===== src/rtl/ysyx_23060208_mem_pkg.sv =====
// Shared definitions for the IFU/LSU memory arbiter.
// Holds the arbiter state encoding, the master IDs and the request payload
// struct used to carry one master's request onto the shared memory port.
package ysyx_23060208_mem_pkg;

  localparam int MEM_DW = 32;
  localparam int MEM_SW = MEM_DW / 8;

  typedef enum logic [2:0] {
    ST_IDLE     = 3'd0,
    ST_REQ_IFU  = 3'd1,
    ST_REQ_LSU  = 3'd2,
    ST_RESP_IFU = 3'd3,
    ST_RESP_LSU = 3'd4
  } arb_state_e;

  localparam logic MST_IFU = 1'b0;
  localparam logic MST_LSU = 1'b1;

  typedef struct packed {
    logic [MEM_DW-1:0] addr;
    logic              wen;
    logic [MEM_DW-1:0] wdata;
    logic [MEM_SW-1:0] wstrb;
  } mem_req_t;

  // Idle value of the forwarded request channel.
  localparam mem_req_t REQ_NONE = '{addr: 32'h0, wen: 1'b0, wdata: 32'h0, wstrb: 4'h0};

endpackage


===== src/rtl/ysyx_23060208_arb_sel.sv =====
// Winner select for the memory arbiter (purely combinational).
// Ports:
//   ifu_valid  - IFU is requesting
//   lsu_valid  - LSU is requesting
//   last_grant - master granted most recently (only used for round-robin)
//   winner     - ID of the master to grant (MST_IFU / MST_LSU)
// Build option: MEM_ARBITER_ROUND_ROBIN_EN switches simultaneous requests
// from fixed LSU priority to alternating on last_grant.
module ysyx_23060208_arb_sel
  import ysyx_23060208_mem_pkg::*;
(
  input  logic ifu_valid,
  input  logic lsu_valid,
  input  logic last_grant,
  output logic winner
);

  // Pick the winner; a lone requester always wins.
  always_comb begin
    winner = MST_LSU;
    if (ifu_valid && lsu_valid) begin
`ifdef MEM_ARBITER_ROUND_ROBIN_EN
      winner = ~last_grant;
`else
      winner = MST_LSU;
`endif
    end else if (ifu_valid) begin
      winner = MST_IFU;
    end else begin
      winner = MST_LSU;
    end
  end

`ifndef MEM_ARBITER_ROUND_ROBIN_EN
  // Fixed priority ignores the grant history.
  logic unused_last_grant_s;
  assign unused_last_grant_s = last_grant;
`endif

endmodule


===== src/rtl/ysyx_23060208_mem_arbiter.sv =====
// Merges the IFU (read-only) and LSU request streams onto one shared memory
// port with a single transaction outstanding at a time.
// Ports:
//   clk, rst                 - clock, synchronous active-high reset
//   ifu_req_valid/ready      - IFU request handshake, ifu_addr fetch address
//   ifu_resp_valid/ifu_rdata - IFU response pulse and instruction word
//   lsu_req_valid/ready      - LSU request handshake with addr/wen/wdata/wstrb
//   lsu_resp_valid/lsu_rdata - LSU response pulse (load data or store ack)
//   mem_req_valid/ready      - shared memory request with forwarded payload
//   mem_resp_valid/mem_rdata - shared memory response pulse and read data
// Build option: MEM_ARBITER_ROUND_ROBIN_EN adds a last_grant register and
// alternates the winner on simultaneous requests.
module ysyx_23060208_mem_arbiter
  import ysyx_23060208_mem_pkg::*;
#(
  parameter int DATA_WIDTH = 32,
  parameter int STRB_WIDTH = DATA_WIDTH / 8
) (
  input  logic                  clk,
  input  logic                  rst,
  input  logic                  ifu_req_valid,
  output logic                  ifu_req_ready,
  input  logic [DATA_WIDTH-1:0] ifu_addr,
  output logic                  ifu_resp_valid,
  output logic [DATA_WIDTH-1:0] ifu_rdata,
  input  logic                  lsu_req_valid,
  output logic                  lsu_req_ready,
  input  logic [DATA_WIDTH-1:0] lsu_addr,
  input  logic                  lsu_wen,
  input  logic [DATA_WIDTH-1:0] lsu_wdata,
  input  logic [STRB_WIDTH-1:0] lsu_wstrb,
  output logic                  lsu_resp_valid,
  output logic [DATA_WIDTH-1:0] lsu_rdata,
  output logic                  mem_req_valid,
  input  logic                  mem_req_ready,
  output logic [DATA_WIDTH-1:0] mem_addr,
  output logic                  mem_wen,
  output logic [DATA_WIDTH-1:0] mem_wdata,
  output logic [STRB_WIDTH-1:0] mem_wstrb,
  input  logic                  mem_resp_valid,
  input  logic [DATA_WIDTH-1:0] mem_rdata
);

  arb_state_e            state_r;
  logic [DATA_WIDTH-1:0] ifu_rdata_r;
  logic [DATA_WIDTH-1:0] lsu_rdata_r;
  logic                  grant_hist_s;
  logic                  winner_s;
  mem_req_t              ifu_pl_s;
  mem_req_t              lsu_pl_s;
  mem_req_t              fwd_s;
  logic                  ifu_hs_s;
  logic                  lsu_hs_s;
  logic                  ifu_resp_s;
  logic                  lsu_resp_s;

`ifdef MEM_ARBITER_ROUND_ROBIN_EN
  logic last_grant_r;
  assign grant_hist_s = last_grant_r;
`else
  assign grant_hist_s = MST_IFU;
`endif

  ysyx_23060208_arb_sel u_arb_sel (
    .ifu_valid  (ifu_req_valid),
    .lsu_valid  (lsu_req_valid),
    .last_grant (grant_hist_s),
    .winner     (winner_s)
  );

  // Pack each master's request; the IFU never writes.
  always_comb begin
    ifu_pl_s       = REQ_NONE;
    ifu_pl_s.addr  = ifu_addr;
    lsu_pl_s.addr  = lsu_addr;
    lsu_pl_s.wen   = lsu_wen;
    lsu_pl_s.wdata = lsu_wdata;
    lsu_pl_s.wstrb = lsu_wstrb;
  end

  // Route the granted master to memory and steer response pulses; a reset
  // cycle blanks everything so an in-flight response is never delivered.
  always_comb begin
    fwd_s         = REQ_NONE;
    mem_req_valid = 1'b0;
    ifu_req_ready = 1'b0;
    lsu_req_ready = 1'b0;
    ifu_hs_s      = 1'b0;
    lsu_hs_s      = 1'b0;
    ifu_resp_s    = 1'b0;
    lsu_resp_s    = 1'b0;
    if (rst) begin
      fwd_s = REQ_NONE;
    end else begin
      case (state_r)
        ST_REQ_IFU: begin
          fwd_s         = ifu_pl_s;
          mem_req_valid = ifu_req_valid;
          ifu_req_ready = mem_req_ready;
          ifu_hs_s      = ifu_req_valid & mem_req_ready;
          // A response in the accept cycle belongs to this transaction.
          ifu_resp_s    = ifu_req_valid & mem_req_ready & mem_resp_valid;
        end
        ST_REQ_LSU: begin
          fwd_s         = lsu_pl_s;
          mem_req_valid = lsu_req_valid;
          lsu_req_ready = mem_req_ready;
          lsu_hs_s      = lsu_req_valid & mem_req_ready;
          lsu_resp_s    = lsu_req_valid & mem_req_ready & mem_resp_valid;
        end
        ST_RESP_IFU: ifu_resp_s = mem_resp_valid;
        ST_RESP_LSU: lsu_resp_s = mem_resp_valid;
        default:     fwd_s      = REQ_NONE;
      endcase
    end
  end

  assign mem_addr       = fwd_s.addr;
  assign mem_wen        = fwd_s.wen;
  assign mem_wdata      = fwd_s.wdata;
  assign mem_wstrb      = fwd_s.wstrb;
  assign ifu_resp_valid = ifu_resp_s;
  assign lsu_resp_valid = lsu_resp_s;
  // Read data passes straight through on the pulse and holds afterwards.
  assign ifu_rdata      = ifu_resp_s ? mem_rdata : ifu_rdata_r;
  assign lsu_rdata      = lsu_resp_s ? mem_rdata : lsu_rdata_r;

  // Arbiter FSM, grant history and held read data.
  always_ff @(posedge clk) begin
    if (rst) begin
      state_r     <= ST_IDLE;
      ifu_rdata_r <= {DATA_WIDTH{1'b0}};
      lsu_rdata_r <= {DATA_WIDTH{1'b0}};
`ifdef MEM_ARBITER_ROUND_ROBIN_EN
      last_grant_r <= MST_IFU;
`endif
    end else begin
      if (ifu_resp_s) ifu_rdata_r <= mem_rdata;
      else            ifu_rdata_r <= ifu_rdata_r;
      if (lsu_resp_s) lsu_rdata_r <= mem_rdata;
      else            lsu_rdata_r <= lsu_rdata_r;
`ifdef MEM_ARBITER_ROUND_ROBIN_EN
      if (ifu_hs_s)      last_grant_r <= MST_IFU;
      else if (lsu_hs_s) last_grant_r <= MST_LSU;
      else               last_grant_r <= last_grant_r;
`endif
      case (state_r)
        ST_IDLE: begin
          if (ifu_req_valid || lsu_req_valid)
            state_r <= (winner_s == MST_LSU) ? ST_REQ_LSU : ST_REQ_IFU;
          else
            state_r <= ST_IDLE;
        end
        ST_REQ_IFU: begin
          if (ifu_hs_s) state_r <= mem_resp_valid ? ST_IDLE : ST_RESP_IFU;
          else          state_r <= ST_REQ_IFU;
        end
        ST_REQ_LSU: begin
          if (lsu_hs_s) state_r <= mem_resp_valid ? ST_IDLE : ST_RESP_LSU;
          else          state_r <= ST_REQ_LSU;
        end
        ST_RESP_IFU: begin
          if (mem_resp_valid) state_r <= ST_IDLE;
          else                state_r <= ST_RESP_IFU;
        end
        ST_RESP_LSU: begin
          if (mem_resp_valid) state_r <= ST_IDLE;
          else                state_r <= ST_RESP_LSU;
        end
        default: state_r <= ST_IDLE;
      endcase
    end
  end

endmodule


===== config.mk =====
export PLATFORM = sky130hd
export DESIGN_NAME = ysyx_23060208_mem_arbiter
export DESIGN_NICKNAME = d
export VERILOG_FILES = /design/src/rtl/ysyx_23060208_mem_pkg.sv /design/src/rtl/ysyx_23060208_arb_sel.sv /design/src/rtl/ysyx_23060208_mem_arbiter.sv
export SDC_FILE = /design/constraint.sdc
export NUM_CORES = 1
export LEC_CHECK = 0
export CAP_MARGIN = 20
export CORE_MARGIN = 3
export CORE_UTILIZATION = 40
export CTS_CLUSTER_SIZE = 8
export DETAILED_ROUTE_END_ITERATION = 7
export HOLD_SLACK_MARGIN = 0.03
export PLACE_DENSITY = 0.88
export SLEW_MARGIN = 15
export SYNTH_ARGS = -nofsm -noshare
export SYNTH_HDL_FRONTEND = slang
export SYNTH_SLANG_ARGS = --single-unit

===== constraint.sdc =====
create_clock -name clk -period 5.15 [get_ports clk]
set_input_delay 1.03 -clock clk [delete_from_list [all_inputs] [get_ports clk]]
set_output_delay 1.03 -clock clk [all_outputs]
set_load 0.05 [all_outputs]

=== Yosys cells after proc, flatten, opt, wreduce, memory -nomap -nowiden ===
Cells that the tools add are included.

* Word-level logic and storage cells: 41
* Output and inout port bits: 138
* Register bits: 67

* Eq/ne operators: 4
* Reductions and logical operators: 3
* Mux-type cells: 27
* Bitwise operators: 4

{| class="wikitable"
|+ Operators by type and width
! cell !! number
|-
| $pmux W69 S2 || 1
|-
| $mux W69 || 1
|-
| $mux W32 || 2
|-
| $pmux W3 S5 || 1
|-
| $mux W1 || 13
|-
| $mux W2 || 4
|-
| $eq A3 B2 Y1 const B || 2
|-
| $mux W3 || 2
|-
| $pmux W1 S2 || 3
|-
| $and A1 B1 Y1 || 4
|-
| $eq A3 B1 Y1 const B || 1
|-
| $eq A3 B3 Y1 const B || 1
|-
| $logic_not A3 Y1 || 1
|-
| $logic_and A1 B1 Y1 || 1
|-
| $logic_or A1 B1 Y1 || 1
|}

=== Logic depth before layout (Yosys ltp) ===
Gate-level depths: netlist of the first run.

* Depth after elaboration: 5
* Depth in mapped cells: 6

=== Hierarchy ===
Synthesis of the first run repeated with hierarchy kept, for this count alone.

* Cell total of the unflattened synthesis: 441
* Area total of the unflattened synthesis: 3783.6 sq um

{| class="wikitable"
|+ Modules (own cells, without submodules)
! module !! sequential area each (sq um) !! times used !! area each (sq um) !! cells each
|-
| ysyx_23060208_mem_arbiter || 1341.3 || 1 || 3777.4 || 440
|-
| ysyx_23060208_arb_sel || 0.0 || 1 || 6.3 || 1
|}

=== Worst setup path before layout of the first run ===
No wires, ideal clock.

* Path type: input-to-output
* From: input rst
* To: output lsu_req_ready
* Cell stages on the path: 2
* Data required time: 4.120 ns
* Buffers on the path: 1
* Arrival: 2.837 ns
* Slack: 1.283 ns
* Cell sequence: clkbuf_1 > nor4b_1

* Cells in the longest elaborated chain, start to end: 1

{| class="wikitable"
|+ Ends and longest elaborated chain
! element !! RTL line !! RTL
|-
| start: declaration || ysyx_23060208_mem_arbiter.sv:20 || <nowiki>input logic rst,</nowiki>
|-
| $mux W1 || ysyx_23060208_mem_arbiter.sv:92 || <nowiki>if (rst) begin</nowiki>
|-
| end: declaration || ysyx_23060208_mem_arbiter.sv:27 || <nowiki>output logic lsu_req_ready,</nowiki>
|}

No other way between the ends.

=== Worst setup path in the final report of the first run ===
* From: input mem_req_ready
* To: output ifu_rdata[2]

* Cells in the longest elaborated chain, start to end: 5

{| class="wikitable"
|+ Ends and longest elaborated chain
! element !! RTL line !! RTL
|-
| start: declaration || ysyx_23060208_mem_arbiter.sv:35 || <nowiki>input logic mem_req_ready,</nowiki>
|-
| $and A1 B1 Y1 (2 in series) || ysyx_23060208_mem_arbiter.sv:102 || <nowiki>ifu_resp_s = ifu_req_valid & mem_req_ready & mem_resp_valid;</nowiki>
|-
| $pmux W1 S2 || ysyx_23060208_mem_arbiter.sv:95 || <nowiki>case (state_r)</nowiki>
|-
| $mux W1 || ysyx_23060208_mem_arbiter.sv:92 ||
|-
| $mux W32 || -- ||
|-
| end: declaration || ysyx_23060208_mem_arbiter.sv:25 || <nowiki>output logic [DATA_WIDTH-1:0] ifu_rdata,</nowiki>
|}

No other way between the ends.

==> results.yml, run 1 <==
flow_run:
  max_cap_violations: 0
sta:
  hold_viol_final: 0
  tns_ps: 0
  min_period_ps: 4660
  slew_headroom_pct: 56.2
  rsz0062_at_grt: "no"
  skew_ps: 7.27
  max_freq_mhz: 215
  period_share_pct: 90.4
  worst_pin_slew_ps: 657
  final_max_slew_viol_count: 0
  report.final.setup_viol: 0
yosys:
  synth_edf_count: 0
  ys_seq_area_share_pct: 31.5
  synth.net_count: 573
  synth-seq-cells: 67
  synth_ff_type: "dfxtp_1"
  async_flop_share_pct: 0
  syn_area_mm2: 0.00425
  yosys-top-cells-area: "dfxtp_1 (32%), mux2i_1 (14%), nand2b_1 (13%), a22o_1 (6.6%), o2bb2ai_1 (6.6%)"
  synth_cell_types: 34
  synth_largest_area_cell: "dfxtp_1"
  synth_top_area_share_pct: 31.5
  yosysWarningCount: 0
  synth_cells: 434
  synth_area_per_cell_um2: 9.80
worst_setup_path:
  required_ps: 4120
  r2r-start: "state_r[2]"
  arrival_ps: 3630
  cp-endpoint: "ifu_rdata[2]"
  path_class: "in -> out"
  crit_start: "mem_req_ready"
  cpPeakStageDelay_ps: 700
  r2r_slack_ps: 2990
  crit_top_cell: "clkdlybuf4s50_1"
  crit_chain: "clkdlybuf4s50_1 > and3b_1 > o2111ai_4 > buf_4 > mux2_2 > clkdlybuf4s50_1"
  endpoint_kind: "output port"
  start_kind: "input port"
  cp_max_fo: 11
  reg2reg_to: "ifu_rdata_r[22]"
  rr_worst_depth: 5
  crit_slowest_cell: "clkdlybuf4s50_1"
routing:
  drtPass1Iterations: 5
  drtAntennaViolNets: 0
  drt_iter0_drc: 318
  wl_per_cell_um: 18.3
  route.vias.total: 4195
  routed_via_density: 5.04
  drt-total-wl_um: 15200
  drcViolationCount: 0
placed_design:
  hpwl_um: 11900
  place_congestion: 0.822
  io_buffers: 276
  dpl_cell_area_mm2: 0.00704
clocking:
  post_cts.repair.setup_buffers: 0
  htree_num_levels: 3
  clk-insertion-delay-late_ps: 340
  numCtsBuffers: 9
  cts_root_buffer: "clkbuf_8"
  cts_buffer_depth: 2
  path_clk_slew_ps: 70
  clock-sinks: 67
  cts_hold_buf: 0
  cts_resized: 0
  tritoncts: "yes"
global_route:
  grtUsageTotal_pct: 24.5
  grt_pass1_vias: 4265
  grt_max_degree: 92
  grt_overflow: 0
  antenna_found_initial: 1
  grt_pass1_wl_um: 22500
power:
  max-vdd-ir-drop_mv: 0.134
  pwr-share-comb_pct: 31.9
  cellPowerDensity_mw_per_mm2: 211
  p_seq_share_pct: 35.0
  p_int_mw: 1.05
  switchingPower_mw: 0.483
  leakage_nw: 3.15
  swShare_pct: 31.5
  power.share.clock_pct: 33.0
layout:
  antenna_cells: 0
  ff_latch_area_mm2: 0.00134
  multiInputGateArea_mm2: 0.00269
  fin_area_mm2: 0.00728
  final_net_count: 830
  layout-drive-gt1-share_pct: 11.2
  fillCellCount: 799
  area_growth_syn_to_layout_pct: 71.1
hold_path:
  hold_path_class: "reg -> reg"
die:
  dieArea_mm2: 0.0119
  pin_count: 277
  rows: 37
  die_w_um: 109
  die_y_um: 109
  start_util_pct: 41.2
  coreArea_mm2: 0.0103
status:
  status: "finished, final reports clean"
[flip-flops by register name, indices dropped and copies added, names as in the netlist]
signal / count
ifu_rdata_r: 32
state_r: 3
lsu_rdata_r: 32
[cell usage in the layout, fill, tap and decap left out, types with 2 or more instances in the layout]
| cell type | count |
|---|---|
| buf_4 | 22 |
| a22o_1 | 32 |
| mux2i_1 | 59 |
| nand2b_1 | 89 |
| nor3_4 | 2 |
| clkbuf_8 | 11 |
| nor2_1 | 3 |
| and2_1 | 39 |
| nor2b_1 | 8 |
| dfxtp_1 | 67 |
| clkdlybuf4s50_1 | 260 |
| mux2_2 | 16 |
| bufinv_16 | 2 |
| inv_1 | 9 |
| mux2_1 | 4 |
| a21boi_0 | 2 |
| clkinvlp_4 | 2 |
| o2bb2ai_1 | 32 |
| mux2_4 | 17 |
| buf_12 | 2 |
[cells in the mapped netlist (all sizes together) (2+ instances only)]
master and instances:
a21boi 2, a22o 32, and2 39, buf 23, clkbuf 16, dfxtp 67
inv 9, mux2 37, mux2i 59, nand2b 89, nor2 3, nor2b 8
nor3 2, o21ai 2, o2bb2ai 32
[power by group through the flow]
stage               clock network, mW  registers [mW]  logic (mW)
detailed placement                  0           0.549       0.490
global route                    0.542           0.539       0.513
floorplan                           0           0.544       0.273
CTS                             0.521           0.537       0.491
finish                          0.507           0.537       0.489
global placement                    0           0.548       0.483
[how the worst min path moves through the flow]
stage | cells after the start | endpoint | start | slack (ps)
finish | 2 | ifu_rdata_r[12] | ifu_rdata_r[12] | 480
global route | 2 | lsu_rdata_r[16] | lsu_rdata_r[16] | 500
CTS | 2 | ifu_rdata_r[26] | ifu_rdata_r[26] | 480
detailed placement | 2 | lsu_rdata_r[16] | lsu_rdata_r[16] | 470
global placement | 2 | ifu_rdata_r[8] | ifu_rdata_r[8] | 460
floorplan | 2 | ifu_rdata_r[31] | ifu_rdata_r[31] | 450
[worst max-delay path: cells and delay by family]
family | cells | cell delay (ps)
compound gates | 1 | 460
buf+inv | 3 | 1510
mux | 1 | 360
simple gates | 1 | 250
[through the flow]
stage	power [mW]	util [%]	std cells	setup WS, ps	hold WS, ps
after floorplan	0.817	-	434	1280	448
after global placement	1.03	68.2	816	586	459
after detailed placement	1.04	68.2	816	486	469
after CTS	1.55	70.5	832	480	482
after global routing	1.59	70.5	832	387	495
final	1.53	70.5	832	492	480
[metal layers]
| metal | GRT usage, % | part of all wire [%] | vias up |
|---|---|---|---|
| met5 | 0 | 0.072 | - |
| met4 | 6.58 | 1.6 | 2 |
| met3 | 7.22 | 8.3 | 22 |
| met2 | 44.2 | 51 | 148 |
| met1 | 28.1 | 39 | 1968 |
| li1 | - | - | 2055 |
[logic make-up after synthesis]
family                 share of synthesized area [%]
AND/OR/NAND/NOR                                 21.9
flip-flops                                      31.5
multiplexers                                    25.2
buffers and inverters                           6.06
AO/OA/AOI/OAI                                   15.4
[area by class of cell]
class / instances / area share, %
clock inverters: 5 / 1.15
clock buffers: 11 / 2.08
flip-flops and latches: 67 / 18.4
well taps: 136 / 2.34
multi-input cells: 319 / 36.9
repair buffers: 285 / 38.6
inverters: 9 / 0.464
(Power assumes the default switching activity.)
==> run 2, diff against run 1 <==
Settings changed: CELL_PAD_IN_SITES_DETAIL_PLACEMENT set to 1, CELL_PAD_IN_SITES_GLOBAL_PLACEMENT set to 2, CORE_UTILIZATION 40 to 21, PLACE_DENSITY 0.88 to unset, PLACE_DENSITY_LB_ADDON set to 0.1.
==> results.yml, run 2 (synthesis results as in run 1) <==
status:
  status: "finished, final reports clean"
hold_path:
  hold_path_class: "reg -> reg"
placed_design:
  hpwl_um: 13100
  dpl_cell_area_mm2: 0.00724
  io_buffers: 276
  place_congestion: 0.743
sta:
  slew_headroom_pct: 59.1
  skew_ps: 8.91
  rsz0062_at_grt: "no"
  min_period_ps: 4470
  tns_ps: 0
  period_share_pct: 86.9
  report.final.setup_viol: 0
  worst_pin_slew_ps: 614
  hold_viol_final: 0
  max_freq_mhz: 223
  final_max_slew_viol_count: 0
flow_run:
  max_cap_violations: 0
die:
  pin_count: 277
  rows: 51
  die_y_um: 148
  die_w_um: 148
  dieArea_mm2: 0.0220
  start_util_pct: 21.6
  coreArea_mm2: 0.0197
power:
  leakage_nw: 3.18
  cellPowerDensity_mw_per_mm2: 214
  max-vdd-ir-drop_mv: 0.144
routing:
  drt-total-wl_um: 16900
  drt_iter0_drc: 136
  route.vias.total: 4165
  wl_per_cell_um: 17.6
  routed_via_density: 4.33
  drtAntennaViolNets: 0
  drcViolationCount: 0
  drtPass1Iterations: 4
clocking:
  numCtsBuffers: 9
  cts_resized: 0
  path_clk_slew_ps: 50
  cts_buffer_depth: 2
  post_cts.repair.setup_buffers: 0
  cts_root_buffer: "clkbuf_16"
  htree_num_levels: 3
  clk-insertion-delay-late_ps: 330
  cts_hold_buf: 0
  clock-sinks: 67
  tritoncts: "yes"
layout:
  final_cell_mix: "clkdlybuf4s50_1 (261), nand2b_1 (89), dfxtp_1 (67), mux2i_1 (59), and2_1 (39)"
  top_regs: "ifu_rdata_r (32), lsu_rdata_r (32), state_r (3)"
  fillCellCount: 2250
  final_net_count: 832
  multiInputGateArea_mm2: 0.00269
  antenna_cells: 0
  area_growth_syn_to_layout_pct: 76.6
  layout-drive-gt1-share_pct: 10.7
  final_common_cell: "clkdlybuf4s50_1"
  fin_area_mm2: 0.00751
  ff_latch_area_mm2: 0.00134
global_route:
  grtUsageTotal_pct: 15.0
  grt_max_degree: 70
  grt_pass1_vias: 4386
  antenna_found_initial: 0
  grt_overflow: 0
  grt_pass1_wl_um: 26100
worst_setup_path:
  arrival_ps: 3440
  path_class: "in -> out"
  required_ps: 4120
  endpoint_kind: "output port"
  start_kind: "input port"
  cp_max_fo: 38
-- run 2: cell types whose count changed in the layout (fill, tap and decap cells not counted), sizes merged --
| cell | before | now |
|---|---|---|
| clkinvlp | 2 | 1 |
| clkdlybuf4s50 | 260 | 261 |
| bufinv | 2 | 0 |
| buf | 25 | 26 |
| inv | 10 | 9 |
| clkbuf | 11 | 15 |
-- run 2: through the flow --
stage,hold WS (ps),std cells,util [%],power (mW),setup slack [ps]
after global routing,496,963,38.2,1.68,575
final,475,963,38.2,1.61,675
after floorplan,448,434,-,0.817,1280
after global placement,461,947,36.8,1.04,688
after CTS,481,963,38.2,1.64,654
after detailed placement,471,947,36.8,1.04,668
-- run 2: power breakdown --
group | switching [mW] | internal (mW) | total [mW]
logic | 0.267 | 0.222 | 0.489
registers | 0.00972 | 0.529 | 0.538
clock network | 0.226 | 0.353 | 0.579
-- run 2: layer usage --
layer / up-vias / part of all wire (%) / GRT usage [%]
li1: 2045 / - / -
met3: 16 / 5.8 / 4.57
met4: 0 / 1.1 / 3.09
met1: 1971 / 42 / 17.3
met2: 133 / 51 / 27.2
met5: - / 0 / 0
-- run 2: critical path, cell delays in order --
cell	delay, ps
clkdlybuf4s50_1	490
and4b_1	300
o211ai_1	280
buf_12	260
mux2_2	370
clkdlybuf4s50_1	700
-- run 2: cell type report --
type	count	area share (%)
repair buffers	287	37.8
well taps	265	4.41
flip-flops and latches	67	17.9
inverters	9	0.450
multi-input cells	319	35.8
clock inverters	1	0.100
clock buffers	15	3.56
-- run 2: worst paths after layout --
kind	from	end	slack [ps]	cells after the start
max	lsu_req_valid	lsu_rdata[31]	680	6
min	ifu_rdata_r[23]	ifu_rdata_r[23]	470	2
min reg2reg	ifu_rdata_r[23]	ifu_rdata_r[23]	470	2
max reg2reg	state_r[2]	lsu_rdata_r[15]	3230	5
==> run 3, diff against run 2 <==
Settings changed: REMOVE_ABC_BUFFERS set to 1.
==> results.yml, run 3 (synthesis results as in run 1) <==
layout:
  final_common_cell: "clkdlybuf4s50_1"
  fin_area_mm2: 0.00763
  fillCellCount: 2244
  layout-drive-gt1-share_pct: 13.3
  top_regs: "ifu_rdata_r (32), lsu_rdata_r (32), state_r (3)"
  final_cell_mix: "clkdlybuf4s50_1 (248), nand2b_1 (89), dfxtp_1 (67), mux2i_1 (59), and2_1 (39)"
  area_growth_syn_to_layout_pct: 79.4
  post-route-util_pct: 38.8
  final_net_count: 833
worst_setup_path:
  critPathTopFamily: "buffers and inverters"
  crit_slowest_cell: "clkdlybuf4s50_1"
  crit_start: "lsu_req_valid"
  crit_top_cell: "clkdlybuf4s50_1"
  arrival_ps: 3520
  required_ps: 4120
  endpoint_kind: "output port"
  r2r_slack_ps: 2960
  cp_max_fo: 7
  cpPeakStageDelay_ps: 700
  crit_chain: "clkdlybuf4s50_1 > and4b_1 > o211ai_1 > mux2_1 > clkdlybuf4s50_1"
  reg2reg_to: "lsu_rdata_r[28]"
  r2r-start: "state_r[2]"
  path_class: "in -> out"
  path_buf_inv: 2
  start_kind: "input port"
  rr_worst_depth: 5
sta:
  rsz0062_at_grt: "no"
  period_share_pct: 88.4
  slew_headroom_pct: 50.6
  report.final.setup_viol: 0
  hold_viol_final: 0
  worst_pin_slew_ps: 738
  final_max_slew_viol_count: 0
  max_freq_mhz: 220
  skew_ps: 5.58
  min_period_ps: 4550
placed_design:
  place_congestion: 0.778
  io_buffers: 276
  dpl_cell_area_mm2: 0.00731
  hpwl_um: 14000
power:
  cellPowerDensity_mw_per_mm2: 222
  power_mw: 1.70
  max-vdd-ir-drop_mv: 0.138
  leakage_nw: 3.25
clocking:
  cts_root_buffer: "clkbuf_16"
  tritoncts: "yes"
  cts_buffer_depth: 2
  clk-insertion-delay-late_ps: 330
  clock-sinks: 67
  path_clk_slew_ps: 60
  numCtsBuffers: 9
  cts_resized: 0
  htree_num_levels: 3
  cts_hold_buf: 0
  post_cts.repair.setup_buffers: 0
die:
  die_y_um: 148
  die_w_um: 148
  dieArea_mm2: 0.0220
  start_util_pct: 21.6
  pin_count: 277
  rows: 51
  coreArea_mm2: 0.0197
routing:
  routed_via_density: 4.35
  drcViolationCount: 0
  route.vias.total: 4198
  drtAntennaViolNets: 0
  drt-total-wl_um: 17800
  drt_iter0_drc: 116
  wl_per_cell_um: 18.5
  drtPass1Iterations: 4
global_route:
  antenna_found_initial: 1
  grt_pass1_wl_um: 27200
  grt_pass1_vias: 4469
  grtUsageTotal_pct: 15.8
  grt_overflow: 0
  grt_max_degree: 70
hold_path:
  hold_path_class: "reg -> reg"
  hp-start: "ifu_rdata_r[15]"
  whs_path_depth: 2
  min_to: "ifu_rdata_r[15]"
status:
  status: "finished, final reports clean"
flow_run:
  max_cap_violations: 0
[run 3: changes by cell type in the layout (fill, tap and decap cells not counted)]
cell,before,now
buf_12,3,11
buf_4,22,28
bufinv_16,0,2
clkbuf_1,4,0
clkbuf_8,2,0
clkdlybuf4s50_1,261,248
clkinv_2,0,2
clkinvlp_4,1,3
diode_2,0,1
[run 3: tightest hold or removal path, delay by kind of cell (launching register included)]
family,cells,cell delay (ps)
AND/OR/NAND/NOR,1,60
multiplexers,1,60
flip-flops,1,310
[run 3: layout make-up]
cell class              count  area, um^2  share of cell area [%]
well taps                 265         332                    4.34
multi-input cells         319        2690                    35.2
diodes                      1        2.50                  0.0328
flip-flops and latches     67        1340                    17.6
clock inverters             7        92.6                    1.21
clock buffers               9         225                    2.95
inverters                   9        33.8                   0.443
repair buffers            288        2920                    38.2
[run 3: routing by layer]
metal | track usage, % | vias up | share of wire (%)
li1 | - | 2050 | -
met5 | 0 | - | 0
met1 | 18.2 | 2031 | 40
met3 | 5.15 | 15 | 5.7
met4 | 3.51 | 0 | 1.1
met2 | 28.5 | 102 | 54
[run 3: how the worst max path moves through the flow]
stage                                end  slack [ps]  cells after the start
after floorplan           ifu_resp_valid        -450                      3
after global placement     lsu_rdata[28]         620                      5
after detailed placement    ifu_rdata[7]         580                      6
after CTS                   ifu_rdata[7]         570                      6
after global routing       lsu_rdata[27]         470                      5
final                      lsu_rdata[28]         600                      5
[run 3: stage by stage]
step	TNS, ps	setup WS [ps]	cells	hold WS (ps)
floorplan	-5070	-449	395	448
CTS	0	565	964	483
detailed placement	0	578	948	467
global route	0	472	965	497
global placement	0	617	948	462
finish	0	596	965	476
[run 3: power breakdown]
group / internal [mW] / switching, mW
clock network: 0.422 / 0.238
registers: 0.528 / 0.00968
logic: 0.226 / 0.272
total: 1.18 / 0.519
